[config.mk]
export PLATFORM = sky130hd
export DESIGN_NAME = uart_send_tx
export DESIGN_NICKNAME = d
export VERILOG_FILES = /design/src/rtl/uart_pkg.sv /design/src/rtl/byte_fifo.sv /design/src/rtl/uart_send_tx.sv
export SDC_FILE = /design/constraint.sdc
export NUM_CORES = 1
export LEC_CHECK = 0
export ABC_AREA = 1
export CAP_MARGIN = 5
export CORE_MARGIN = 4
export CORE_UTILIZATION = 40
export CTS_BUF_LIST = sky130_fd_sc_hd__clkbuf_8
export DETAILED_ROUTE_END_ITERATION = 10
export SLEW_MARGIN = 20
export SYNTH_ARGS = -nofsm -noshare
export SYNTH_HDL_FRONTEND = slang
export SYNTH_SLANG_ARGS = --single-unit
[constraint.sdc]
create_clock -name clk -period 2.45 [get_ports clk]
set_input_delay 0.6125 -clock clk [delete_from_list [all_inputs] [get_ports clk]]
set_output_delay 0.6125 -clock clk [all_outputs]
set_load 0.01 [all_outputs]
[src/rtl/uart_pkg.sv]
// Shared types and constants for the UART transmit path.
package uart_pkg;

    localparam int DATA_BITS = 8;

    typedef enum logic [1:0] {
        IDLE,
        START,
        DATA,
        STOP
    } tx_state_t;

endpackage

[src/rtl/byte_fifo.sv]
// Small byte FIFO. Full and empty come from a separate occupancy count.
// A push on a full FIFO is still taken when a pop happens in the same cycle.
module byte_fifo #(
    parameter int DEPTH = 4
) (
    input  logic       clk,
    input  logic       rst,
    input  logic       push,
    input  logic [7:0] din,
    input  logic       pop,
    output logic [7:0] dout,
    output logic       full,
    output logic       empty
);

    localparam int AW = $clog2(DEPTH);
    localparam int CW = $clog2(DEPTH + 1);

    logic [7:0]    mem [DEPTH];
    logic [AW-1:0] wr_ptr;
    logic [AW-1:0] rd_ptr;
    logic [CW-1:0] count;
    logic          do_push;
    logic          do_pop;

    assign do_pop  = pop && !empty;
    assign do_push = push && (!full || do_pop);
    assign full    = (count == CW'(DEPTH));
    assign empty   = (count == '0);
    assign dout    = mem[rd_ptr];

    // Pointer and occupancy bookkeeping; pointers wrap naturally at the power-of-two depth.
    always_ff @(posedge clk) begin
        if (rst) begin
            wr_ptr <= '0;
            rd_ptr <= '0;
            count  <= '0;
        end else begin
            if (do_push) begin
                wr_ptr <= wr_ptr + 1'b1;
            end
            if (do_pop) begin
                rd_ptr <= rd_ptr + 1'b1;
            end
            case ({do_push, do_pop})
                2'b10:   count <= count + 1'b1;
                2'b01:   count <= count - 1'b1;
                default: count <= count;
            endcase
        end
    end

    // Storage array; reset only clears the pointers, so the stale contents are never read.
    always_ff @(posedge clk) begin
        if (do_push) begin
            mem[wr_ptr] <= din;
        end
    end

endmodule

[src/rtl/uart_send_tx.sv]
// Transmit end of the core's UART send handshake: captures request bytes into a
// FIFO with a one-cycle ack, then serialises them on txd as 8N1 frames, LSB first.
module uart_send_tx
    import uart_pkg::*;
#(
    parameter int CLKS_PER_BIT = 868,
    parameter int FIFO_DEPTH   = 4
) (
    input  logic       clk,
    input  logic       rst,
    input  logic [7:0] uart_send_data,
    input  logic       uart_send_ready,
    output logic       uart_send_valid,
    output logic       txd,
    output logic       busy
);

    localparam int            BW        = $clog2(CLKS_PER_BIT);
    localparam int            IW        = $clog2(DATA_BITS);
    localparam logic [BW-1:0] BAUD_LAST = BW'(CLKS_PER_BIT - 1);
    localparam logic [IW-1:0] LAST_BIT  = IW'(DATA_BITS - 1);

    tx_state_t     state;
    tx_state_t     state_n;
    logic [BW-1:0] baud_cnt;
    logic [BW-1:0] baud_n;
    logic [IW-1:0] bit_idx;
    logic [IW-1:0] bit_n;
    logic [7:0]    sh;
    logic [7:0]    sh_n;
    logic          txd_n;
    logic          fifo_pop;
    logic          fifo_full;
    logic          fifo_empty;
    logic [7:0]    fifo_dout;
    logic          accept;

    // The previous-cycle ack blocks a second capture of the same held request;
    // a pop in the same cycle frees a slot in an otherwise full FIFO.
    assign accept = uart_send_ready && !uart_send_valid && (!fifo_full || fifo_pop);

    byte_fifo #(
        .DEPTH(FIFO_DEPTH)
    ) u_fifo (
        .clk  (clk),
        .rst  (rst),
        .push (accept),
        .din  (uart_send_data),
        .pop  (fifo_pop),
        .dout (fifo_dout),
        .full (fifo_full),
        .empty(fifo_empty)
    );

    // Next-state logic; txd_n is derived from the next state so txd can be a plain register.
    always_comb begin
        state_n  = state;
        baud_n   = baud_cnt;
        bit_n    = bit_idx;
        sh_n     = sh;
        fifo_pop = 1'b0;
        txd_n    = 1'b1;
        case (state)
            IDLE: begin
                if (!fifo_empty) begin
                    fifo_pop = 1'b1;
                    sh_n     = fifo_dout;
                    baud_n   = '0;
                    bit_n    = '0;
                    state_n  = START;
                end
            end
            START: begin
                if (baud_cnt == BAUD_LAST) begin
                    baud_n  = '0;
                    bit_n   = '0;
                    state_n = DATA;
                end else begin
                    baud_n = baud_cnt + 1'b1;
                end
            end
            DATA: begin
                if (baud_cnt == BAUD_LAST) begin
                    baud_n = '0;
                    if (bit_idx == LAST_BIT) begin
                        state_n = STOP;
                    end else begin
                        sh_n  = {1'b0, sh[7:1]};
                        bit_n = bit_idx + 1'b1;
                    end
                end else begin
                    baud_n = baud_cnt + 1'b1;
                end
            end
            STOP: begin
                if (baud_cnt == BAUD_LAST) begin
                    baud_n  = '0;
                    state_n = IDLE;
                end else begin
                    baud_n = baud_cnt + 1'b1;
                end
            end
            default: state_n = IDLE;
        endcase
        case (state_n)
            START:   txd_n = 1'b0;
            DATA:    txd_n = sh_n[0];
            default: txd_n = 1'b1;
        endcase
    end

    // State, datapath and registered outputs; reset drops any frame in flight.
    always_ff @(posedge clk) begin
        if (rst) begin
            state           <= IDLE;
            baud_cnt        <= '0;
            bit_idx         <= '0;
            sh              <= '0;
            txd             <= 1'b1;
            uart_send_valid <= 1'b0;
            busy            <= 1'b0;
        end else begin
            state           <= state_n;
            baud_cnt        <= baud_n;
            bit_idx         <= bit_n;
            sh              <= sh_n;
            txd             <= txd_n;
            uart_send_valid <= accept;
            busy            <= !fifo_empty || (state != IDLE);
        end
    end

endmodule
==> results.cfg, run 1 <==
[outcome]
status = complete, no violations

[yosys]
yosysSeqAreaShare_pct = 53.8
syn_area_per_cell_um2 = 8.80
synth_cells = 351
syn-num-nets = 371
syn_area_um2 = 3090
synth_seq_cells = 67
synthArstFlopShare_pct = 0
synth_enable_flop_cells = 32
ys_types = 37
synth_flop_cell = dfxtp_1
yosysWarnings = 0

[final_layout]
insertedDiodeCount = 0
nets = 394
drive_above_1_share_pct = 13.2
final_util_pct = 47.9
syn2layout_area_growth_pct = 14.3

[place]
globalplace.congestion = 0.828
port_buffers = 13
place_ws_ns = 0.123
hpwl_um = 4160

[floorplan]
fp.dieH_um = 95.9
rows = 31
fp.coreArea_um2 = 7370
start_util_pct = 41.9
dieArea_um2 = 9200
die_x_um = 95.9
ios = 14

[critical_path]
reg2reg_depth = 11
regToRegStartpoint = state[0]
r2r_end = u_fifo.count[2]
setup.worst_path.end_class = flip-flop
crit_type = reg -> reg
crit_path_start_kind = flip-flop
worstPathMaxFanout = 8
cpMaxStageDelayCell = dfxtp_1
path_cells = nor2_4 -> inv_4 -> nand3_1 -> nand3b_2 -> ha_1 -> inv_1 -> fa_1 -> a21oi_1 -> o21ai_0 -> o21ai_0 -> a21oi_1
cp_slowest_stage_delay_ns = 0.52
regToRegSetupSlack_ns = 0.32
arrival_ns = 2.36
crit_required_ns = 2.68

[clock_network]
cts_tree = done
h-tree-depth = 3
clockRootBuffer = clkbuf_8
clk_path_buf_depth = 2
clock_latency_ns = 0.35
post_cts_resized = 0
cts.clk_slew.worst_paths_ns = 0.07
numCtsBuffers = 9
hold_buffers = 0
clkSinkCount = 67
cts_post_setup_buffers_inserted = 0

[sta]
finalHoldViolations = 0
worstMarginPinSlew_ns = 0.532
period_needed_ns = 2.13
slew_headroom_pct = 64.5
fin_skew_ns = 0.0115
max_freq_mhz = 470
worst_slack_ns = 0.321
setup_viol = 0
drv_slew = 0
period_share_pct = 86.9
rsz0062_at_grt = false
tns_ns = 0

[route]
wl_um = 5920
firstDrtPassIters = 4
routed_via_density = 4.74
drc = 0
drtIter0Drc = 119
vias = 2266
wl_per_cell_um = 12.4
ant_nets = 0

[global_routing]
grt_max_degree = 17
antenna_found_initial = 0
grt.total_usage_pct = 14.7
grt_pass1_vias = 2212
grt_pass1_wl_um = 10200
grt-ovfl-total = 0

[power_and_ir_drop]
p_int_mw = 2.20
p_clk_share_pct = 22.6
peakVddDrop_v = 0.000519
switchingPower_mw = 1.41
p_per_area_nw_per_um2 = 1020
p_leak_nw = 1.35
comb_power_share_pct = 35.6
p_seq_share_pct = 41.8
sw_frac_of_total_pct = 39.0

[min_path]
hold_depth = 2
holdCritPathClass = reg -> reg
hold_start = sh[5]
min_to = sh[5]

[job]
cap_violations = 0
-- worst max-delay path by stage --
stage / end / cells past startpoint / startpoint / slack [ns]
2_1_floorplan: u_fifo.count[2] / 12 / state[0] / 0.46
3_3_place_gp: u_fifo.count[2] / 9 / uart_send_ready / 0.19
3_5_place_dp: u_fifo.count[2] / 9 / uart_send_ready / 0.12
4_1_cts: u_fifo.count[2] / 11 / state[0] / 0.34
5_1_grt: u_fifo.count[2] / 11 / state[0] / 0.08
6_report: u_fifo.count[2] / 11 / state[0] / 0.32
-- flip-flops by register name, indices dropped and copies added (netlist names), named ones only --
signal           cells
baud_cnt            10
bit_idx              3
busy                 1
sh                   8
state                2
txd                  1
u_fifo.count         3
u_fifo.mem          32
u_fifo.rd_ptr        2
u_fifo.wr_ptr        2
uart_send_valid      1
-- synthesized netlist by cell type (2+ instances only) --
| cell type | count | area (µm²) |
|---|---|---|
| nand2_1 | 55 | 206 |
| nor2_1 | 51 | 191 |
| a21oi_1 | 38 | 190 |
| inv_1 | 38 | 143 |
| dfxtp_1 | 35 | 701 |
| edfxtp_1 | 32 | 961 |
| o21ai_0 | 23 | 115 |
| nand3_1 | 11 | 55.1 |
| inv_2 | 10 | 37.5 |
| ha_1 | 8 | 100 |
| buf_2 | 6 | 30.0 |
| o21ai_1 | 6 | 30.0 |
| nand3_2 | 3 | 30.0 |
| nand4_1 | 3 | 18.8 |
| nor3_2 | 3 | 30.0 |
| o22ai_1 | 3 | 18.8 |
| and3_1 | 2 | 12.5 |
| clkbuf_1 | 2 | 7.51 |
| nand2_2 | 2 | 12.5 |
| nor2_2 | 2 | 12.5 |
| nor2_4 | 2 | 22.5 |
-- per-layer routing --
layer | wire length, µm | global-route usage (%) | vias up
met3 | 175 | 4.77 | 9
met1 | 2740 | 17.3 | 1031
met2 | 2900 | 24.6 | 21
met4 | 96 | 6.28 | 0
met5 | 0 | 0 | -
li1 | - | - | 1205
-- kinds of logic (layout without fill, tap and decap cells) --
family | count (synthesis) | in the layout | share of synthesized area, %
adders and majority gates | 9 | 9 | 3.89
buffers and inverters | 58 | 86 | 7.37
AOI/OAI and AO/OA | 76 | 76 | 12.9
xor gates and xnor gates | 1 | 1 | 0.283
DFF | 67 | 67 | 53.8
and+or+nand+nor | 140 | 140 | 21.8
-- through the flow --
step | total power [mW] | instance area, µm² | std cells | hold slack, ns
6_report | 3.61 | 3530 | 478 | 0.466
5_1_grt | 3.93 | 3530 | 478 | 0.500
3_5_place_dp | 2.83 | 3360 | 462 | 0.456
3_3_place_gp | 2.80 | 3360 | 462 | 0.453
2_1_floorplan | 2.50 | 3090 | 351 | 0.441
4_1_cts | 3.66 | 3530 | 478 | 0.467
-- power by group through the flow --
stage | clock network [mW] | registers [mW] | logic, mW
after floorplan | 0 | 1.49 | 1.01
after global placement | 0 | 1.53 | 1.27
after detailed placement | 0 | 1.54 | 1.29
after CTS | 0.843 | 1.51 | 1.30
after global routing | 0.900 | 1.53 | 1.50
final | 0.816 | 1.51 | 1.29
-- layout make-up --
class / count / area, µm²
tap: 99 / 124
fill: 723 / 3840
clock buffer: 9 / 124
clock inverter: 7 / 50.0
timing repair buffer: 20 / 183
sequential: 67 / 1660
multi-input combinational: 226 / 1200
inverter: 50 / 190
-- critical path: cells and delay by family (launching register included) --
kind                       cells  cell delay, ns
adders and majority gates      2            0.53
DFF                            1            0.52
AOI/OAI and AO/OA              4            0.52
and+or+nand+nor                3            0.27
buffers and inverters          2            0.18
-- layout by cell type, fill, tap and decap left out, types with 2 or more instances in the layout --
cell type / n
nand2_1: 55
nor2_1: 51
inv_1: 38
a21oi_1: 38
dfxtp_1: 35
edfxtp_1: 32
o21ai_0: 23
clkdlybuf4s50_1: 13
nand3_1: 11
inv_2: 10
clkbuf_8: 9
ha_1: 8
buf_4: 7
o21ai_1: 6
nand3_2: 3
clkinv_1: 3
o22ai_1: 3
nand4_1: 3
nor3_2: 3
inv_6: 3
nor2_4: 2
nand2_2: 2
nor2_2: 2
and3_1: 2
No activity file was read; power rests on OpenSTA's default activity.
==> run 2, diff against run 1 <==
--- a/config.mk
+++ b/config.mk
@@ -7,10 +7,14 @@
 export LEC_CHECK = 0
 export ABC_AREA = 1
 export CAP_MARGIN = 5
+export CELL_PAD_IN_SITES_DETAIL_PLACEMENT = 1
+export CELL_PAD_IN_SITES_GLOBAL_PLACEMENT = 1
 export CORE_MARGIN = 4
 export CORE_UTILIZATION = 40
 export CTS_BUF_LIST = sky130_fd_sc_hd__clkbuf_8
 export DETAILED_ROUTE_END_ITERATION = 10
+export MAX_ROUTING_LAYER = met4
+export PLACE_DENSITY_LB_ADDON = 0.1
 export SLEW_MARGIN = 20
 export SYNTH_ARGS = -nofsm -noshare
 export SYNTH_HDL_FRONTEND = slang
==> results.cfg, run 2 (same netlist as run 1, synthesis figures left out) <==
[clock_network]
cts.clk_slew.worst_paths_ns = 0.08
clock_latency_ns = 0.35
clkSinkCount = 67
post_cts_resized = 0
cts_tree = done
h-tree-depth = 3
clk_path_buf_depth = 2
clockRootBuffer = clkbuf_8
numCtsBuffers = 9
hold_buffers = 0
cts_post_setup_buffers_inserted = 0

[floorplan]
start_util_pct = 41.9
rows = 31
ios = 14
fp.dieH_um = 95.9
fp.coreArea_um2 = 7370
dieArea_um2 = 9200
die_x_um = 95.9

[sta]
tns_ns = 0
max_freq_mhz = 466
finalHoldViolations = 0
worstMarginPinSlew_ns = 0.530
setup_viol = 0
fin_skew_ns = 0.00579
worst_slack_ns = 0.304
drv_slew = 0
slew_headroom_pct = 64.6
period_share_pct = 87.6
period_needed_ns = 2.15
rsz0062_at_grt = false

[final_layout]
top_regs = u_fifo.mem x32, baud_cnt x10, sh x8
final_common_cell = nand2_1
stdcell_count = 479
finalInstanceArea_um2 = 3550
syn2layout_area_growth_pct = 14.9
top_register = u_fifo.mem
insertedDiodeCount = 0
nets = 395
largest_reg_flops = 32
final_cell_mix = nand2_1 (55), nor2_1 (51), inv_1 (38), a21oi_1 (38), dfxtp_1 (35)
drive_above_1_share_pct = 13.9

[place]
port_buffers = 13
dpl_cell_area_um2 = 3370
globalplace.congestion = 0.775
placedCellCount = 463
hpwl_um = 4960
place_ws_ns = 0.0994

[route]
ant_nets = 0
wl_um = 6780
routed_via_density = 4.93
drtIter0Drc = 44
wl_met2_um = 3440
wl_per_cell_um = 14.2
firstDrtPassIters = 4
route.met3.wl_um = 149
top_layer = met4
vias = 2361
wl_met1_um = 3070
drc = 0

[power_and_ir_drop]
p_leak_nw = 1.36
peakVddDrop_v = 0.000406
p_per_area_nw_per_um2 = 1040

[global_routing]
grt-ovfl-total = 0
grt_max_degree = 17
grt.total_usage_pct = 17.2
antenna_found_initial = 0
grt_pass1_wl_um = 11600
grt_pass1_vias = 2389

[critical_path]
crit_type = reg -> reg
arrival_ns = 2.38
reg2reg_depth = 11
worstSetupEndpoint = u_fifo.count[2]
crit_path_start_kind = flip-flop
regToRegSetupSlack_ns = 0.30
r2r_end = u_fifo.count[2]
setup.worst_path.end_class = flip-flop
crit_required_ns = 2.69
crit_start = state[0]
worstPathMaxFanout = 8
regToRegStartpoint = state[0]

[job]
cap_violations = 0

[min_path]
holdCritPathClass = reg -> reg

[outcome]
status = complete, no violations
## run 2: changes by cell type in the layout (fill, tap and decap cells not counted)
cell and change:
buf_4 +1, clkinvlp_4 +1, clkinv_4 +1, clkinv_1 -2
## run 2: critical path: stages (launching register included)
cell	delay [ns]
dfxtp_1	0.53
nor2_4	0.07
inv_4	0.13
nand3_1	0.10
nand3b_2	0.11
ha_1	0.15
inv_1	0.06
fa_1	0.38
a21oi_1	0.14
o21ai_0	0.12
o21ai_0	0.18
a21oi_1	0.05
## run 2: worst min path at each step
stage | slack [ns] | startpoint | endpoint | depth (start not counted)
6_report | 0.47 | sh[4] | sh[4] | 2
5_1_grt | 0.50 | sh[3] | sh[3] | 2
4_1_cts | 0.47 | sh[1] | sh[1] | 2
3_5_place_dp | 0.46 | sh[5] | sh[5] | 2
3_3_place_gp | 0.45 | u_fifo.rd_ptr[1] | flip-flop | 2
2_1_floorplan | 0.44 | sh[7] | sh[7] | 2
## run 2: metrics by stage
step           util (%)  hold slack (ns)  total power [mW]
6_report           48.2            0.468              3.71
5_1_grt            48.2            0.499              4.03
4_1_cts            48.2            0.474              3.76
3_5_place_dp       45.7            0.461              2.90
3_3_place_gp       45.7            0.454              2.85
2_1_floorplan         -            0.441              2.50
## run 2: routing by layer
layer / up-vias / global-route usage, %
met4: 0 / 6.75
met5: - / -
met3: 10 / 3.28
met1: 1125 / 20.4
li1: 1202 / -
met2: 24 / 29.0
## run 2: final cells by class
| type | instances | area, µm² |
|---|---|---|
| clock buffers | 9 | 124 |
| clock inverters | 7 | 58.8 |
| fillers | 887 | 3820 |
| inverters | 50 | 190 |
| multi-input cells | 226 | 1200 |
| flip-flops and latches | 67 | 1660 |
| well taps | 99 | 124 |
| repair buffers | 21 | 190 |
## run 2: power breakdown
group	internal [mW]	total, mW	leakage, nW	switching, mW
Clock	0.380	0.847	0.0868	0.467
Sequential	1.38	1.52	0.580	0.137
Combinational	0.461	1.34	0.693	0.882
Total	2.22	3.71	1.36	1.49
==> run 3, diff against run 2 <==
--- a/config.mk
+++ b/config.mk
@@ -13,6 +13,7 @@
 export CORE_UTILIZATION = 40
 export CTS_BUF_LIST = sky130_fd_sc_hd__clkbuf_8
 export DETAILED_ROUTE_END_ITERATION = 10
+export GPL_ROUTABILITY_DRIVEN = 1
 export MAX_ROUTING_LAYER = met4
 export PLACE_DENSITY_LB_ADDON = 0.1
 export SLEW_MARGIN = 20
==> results of run 3 <==
Final layout, timing and power as in run 2 (identical DEF).
==> RTL change 1, RTL diff (config.mk and constraints of run 2) <==
The output `txd` loses its register stage (`txd` becomes a continuous assignment). Comments in the files are not updated.
--- a/src/rtl/uart_send_tx.sv
+++ b/src/rtl/uart_send_tx.sv
@@ -117,5 +117,4 @@
             bit_idx         <= '0;
             sh              <= '0;
-            txd             <= 1'b1;
             uart_send_valid <= 1'b0;
             busy            <= 1'b0;
@@ -125,5 +124,4 @@
             bit_idx         <= bit_n;
             sh              <= sh_n;
-            txd             <= txd_n;
             uart_send_valid <= accept;
             busy            <= !fifo_empty || (state != IDLE);
@@ -131,3 +129,5 @@
     end
 
+    assign txd = txd_n;
+
 endmodule
Check against the original RTL: not equivalent (a bounded check fails within 4 cycles, from zero or initial values and one cycle with rst high).
==> RTL change 1 against run 2 <==
- non-clock buffer count increased by 18
- register-to-register slack got worse by 60 ps
- sequential cell count decreased by 1
- final cell count increased by 2.9%
- area after synthesis decreased by 0.16%
- wire length increased by 0.93%
- count of clock-buffer cells in the layout unchanged
- total power increased by 1.7%
- critical path type is now flip-flop to output port
- setup slack got worse by 150 ps
- design area increased by 4.9%
==> RTL change 1: results <==
[drt]
drt-initial-drc-count = 68
wire_per_inst_um = 13.9
drt_wl_total_um = 6840
vias = 2420

[power]
vdd_drop_max_v = 0.000542
comb_power_share_pct = 36.0
p_leak_uw = 0.00144
power.share.switching_pct = 37.9
powerDensity_mw_per_mm2 = 1010

[layout]
fin_nets = 409
drive_above_1_share_pct = 20.1
fillCellCount = 877

[placement]
place_congestion = 0.780
place_area_sq_mm = 0.00347

[outcome]
status = "finished, final reports clean"

[synthesis]
syn_nets = 368
synth-seq-area-share_pct = 53.2
synthDistinctLibCells = 36
ys_top_cells_by_area = "edfxtp_1 31%, dfxtp_1 22%, nand2_1 8.8%, o21ai_0 5.2%, nor2_1 5.0%"
synth_cells = 348

[setup_path]
crit_fanout = 5
regToRegSetupSlack_ps = 240

[grt]
grt_pass1_vias = 2525
grt_use_total_pct = 17.4

[timing]
hold_ws_ps = 471
slew_headroom_pct = 66.6
[RTL change 1: cell count changes in the layout (fill, tap and decap cells not counted), sizes merged, moves of 2 or more]
cell and delta:
a31oi +5, nand4 +3, nor2 -9, inv -7
nor3 -3, buf +19, a21oi -18, clkinv -2
nand3 +4, nand2 +19, o21ai +3
[RTL change 1: routing by layer]
layer / routed length [um] / vias up / track usage [%] / part of all wire [%]
li1: - / 1238 / - / -
met1: 3050 / 1146 / 20.4 / 45
met2: 3460 / 26 / 29.1 / 51
met3: 202 / 10 / 3.05 / 3.0
met4: 126 / 0 / 8.18 / 1.8
met5: 0 / - / - / 0
[RTL change 1: what timing repair did]
action,4_1_cts,5_1_grt
pin swaps,1,1
endpoints found under the setup margin,1,1
setup buffers,1,2
gates resized for setup,9,7
[RTL change 1: area by class of cell]
cell class                 count  area, sq um  area share, %
clock inverter                 7         76.3           2.05
multi-input combinational    231         1270           34.1
tap                           99          124           3.33
timing repair buffer          39          320           8.61
sequential                    66         1650           44.2
inverter                      42          163           4.37
clock buffer                   9          124           3.33
[RTL change 1: logic make-up (layout without fill, tap and decap cells)]
logic type	Yosys count	after routing
xor+xnor	1	1
flops	66	66
simple gates	157	157
fa+ha+maj	9	9
buf+inv	51	97
compound gates	64	64
[RTL change 1: worst max-delay path, cell delays in order (launching register included)]
cell and delay, ps:
dfxtp_2 360, ha_4 160, nand2_1 90, nor2_4 120, nand3_4 90, a21oi_4 140
nand2_2 80, nor2_1 100, nand2_1 60, nand2_1 40, buf_2 120
[RTL change 1: path summary, 6_finish.rpt]
path / cells after the start / to / startpoint
hold reg to reg: 2 / sh[7] / sh[7]
setup reg to reg: 12 / u_fifo.count[2] / u_fifo.count[0]
hold / removal: 2 / sh[7] / sh[7]
setup / recovery: 10 / txd / baud_cnt[1]
==> RTL change 2, RTL diff (config.mk and constraints of run 2) <==
Without the edit above. Set the parameter `CLKS_PER_BIT` to 1736 (it was 868).
--- a/src/rtl/uart_send_tx.sv
+++ b/src/rtl/uart_send_tx.sv
@@ -4,5 +4,5 @@
     import uart_pkg::*;
 #(
-    parameter int CLKS_PER_BIT = 868,
+    parameter int CLKS_PER_BIT = 1736,
     parameter int FIFO_DEPTH   = 4
 ) (
Function: no difference found for any inputs over 10 cycles, from zero or initial values and one cycle with rst high; that may be too few to reach the edited logic, so the function may still have changed.
==> RTL change 2 against run 2 <==
- sequential cell count increased by 1
- total power decreased by 3.9%
- final cell count increased by 3.3%
- setup slack improved by 120 ps
- non-clock buffer count unchanged
- synthesized cell count increased by 3.4%
- wire length increased by 2.6%
- design area increased by 2.1%
- area after synthesis increased by 2.1%
- via count increased by 2.5%
- highest routed layer unchanged
- first-iteration DRC count increased by 77%
- clock skew increased by 6.3 ps
==> RTL change 2: results <==
[layout]
fin_nets = 408
top_regs = "u_fifo.mem (32), baud_cnt (11), sh (8)"
drive_above_1_share_pct = 11.2
final_cells = 495

[outcome]
status = "finished, final reports clean"

[placement]
place_hpwl_um = 5160
port_buffers = 13
place_congestion = 0.751
placedCellCount = 479
dpl_worst_slack_ps = 79.2

[drt]
drt_wl_total_um = 6960
vias = 2420
drt-initial-drc-count = 78

[setup_path]
critical-path-top-delay-family = "adder cells"
crit_fanout = 7
critical_path_arrival_ps = 2300
slowest_delay_ps = 400

[grt]
grt_max_degree = 23
grt_pass1_vias = 2526
grt_use_total_pct = 16.6
grt_pass1_wl_um = 12200

[synthesis]
ys_top_cells_by_area = "edfxtp_1 30%, dfxtp_1 23%, nand2_1 8.8%, nor2_1 5.0%, inv_1 4.8%"
synthDistinctLibCells = 33
synth_common_cells = "74 x nand2_1, 42 x nor2_1, 40 x inv_1, 36 x dfxtp_1, 32 x edfxtp_1"
synth_cells = 363
synth-seq-area-share_pct = 53.3
syn_nets = 383

[timing]
tightest_slew_ps = 549
finClkSkew_ps = 12.1

[cts]
cts_buffers = 9

[power]
vdd_drop_max_v = 0.000425
p_leak_uw = 0.00140

[floorplanning]
rows = 32
RTL change 2: changes by cell type after synthesis, moves of 4 or more:
cell	run 2	this run
nor2_4	2	6
nand3_1	11	21
o21ai_0	23	30
inv_2	10	4
nand4_1	3	8
nor2_1	51	42
o22ai_1	3	7
buf_2	6	2
nand2_1	55	74
o21ai_1	6	0
a21oi_1	38	26
RTL change 2: kinds of logic (layout without fill, tap and decap cells):
logic type,after synthesis,after routing,share of synthesized area (%)
flops,68,68,53.3
simple gates,164,164,24.3
fa+ha+maj,9,9,3.81
xor+xnor,1,1,0.278
buf+inv,53,83,6.74
compound gates,68,68,11.6
RTL change 2: stage by stage:
step                      utilization, %  cell area (sq um)
after floorplan                        -               3160
after global placement              44.7               3430
after detailed placement            44.7               3430
after CTS                           47.2               3620
after global routing                47.2               3620
final                               47.2               3620
RTL change 2: worst reg2reg max path, cell delays in order, from the launching register on:
cell and delay, ps:
dfxtp_1 400, nor2_4 180, inv_2 90, nand3_1 90, nand3b_2 90, ha_1 230, fa_1 390, a21oi_1 140
o21a_1 150, o21ai_0 70, a21oi_1 140
RTL change 2: area by class of cell:
class                           count  area [sq um]
Fill cell                         958          4060
Sequential cell                    68          1680
Multi-Input combinational cell    242          1260
Timing Repair Buffer               21           190
Inverter                           46           173
Tap cell                          102           128
Clock buffer                        9           124
Clock inverter                      7          67.6
RTL change 2: power breakdown:
| part | total (uW) | internal [uW] | switching (uW) |
|---|---|---|---|
| Sequential | 1540 | 1370 | 170 |
| Combinational | 1130 | 417 | 709 |
| Clock | 894 | 464 | 430 |
RTL change 2: worst paths after layout:
path,startpoint,end,slack [ps],cells past startpoint
setup reg to reg,state[0],u_fifo.count[2],420,10
hold / removal,sh[7],sh[7],470,2
hold reg to reg,sh[7],sh[7],470,2
setup / recovery,state[0],u_fifo.count[2],420,10
RTL change 2: layer usage:
metal	wire [um]	vias to the layer above	GRT usage, %	share of wire, %
met2	3380	17	26.7	49
met5	0	-	-	0
met3	134	9	3.75	1.9
met4	106	0	5.51	1.5
li1	-	1259	-	-
met1	3340	1135	20.7	48
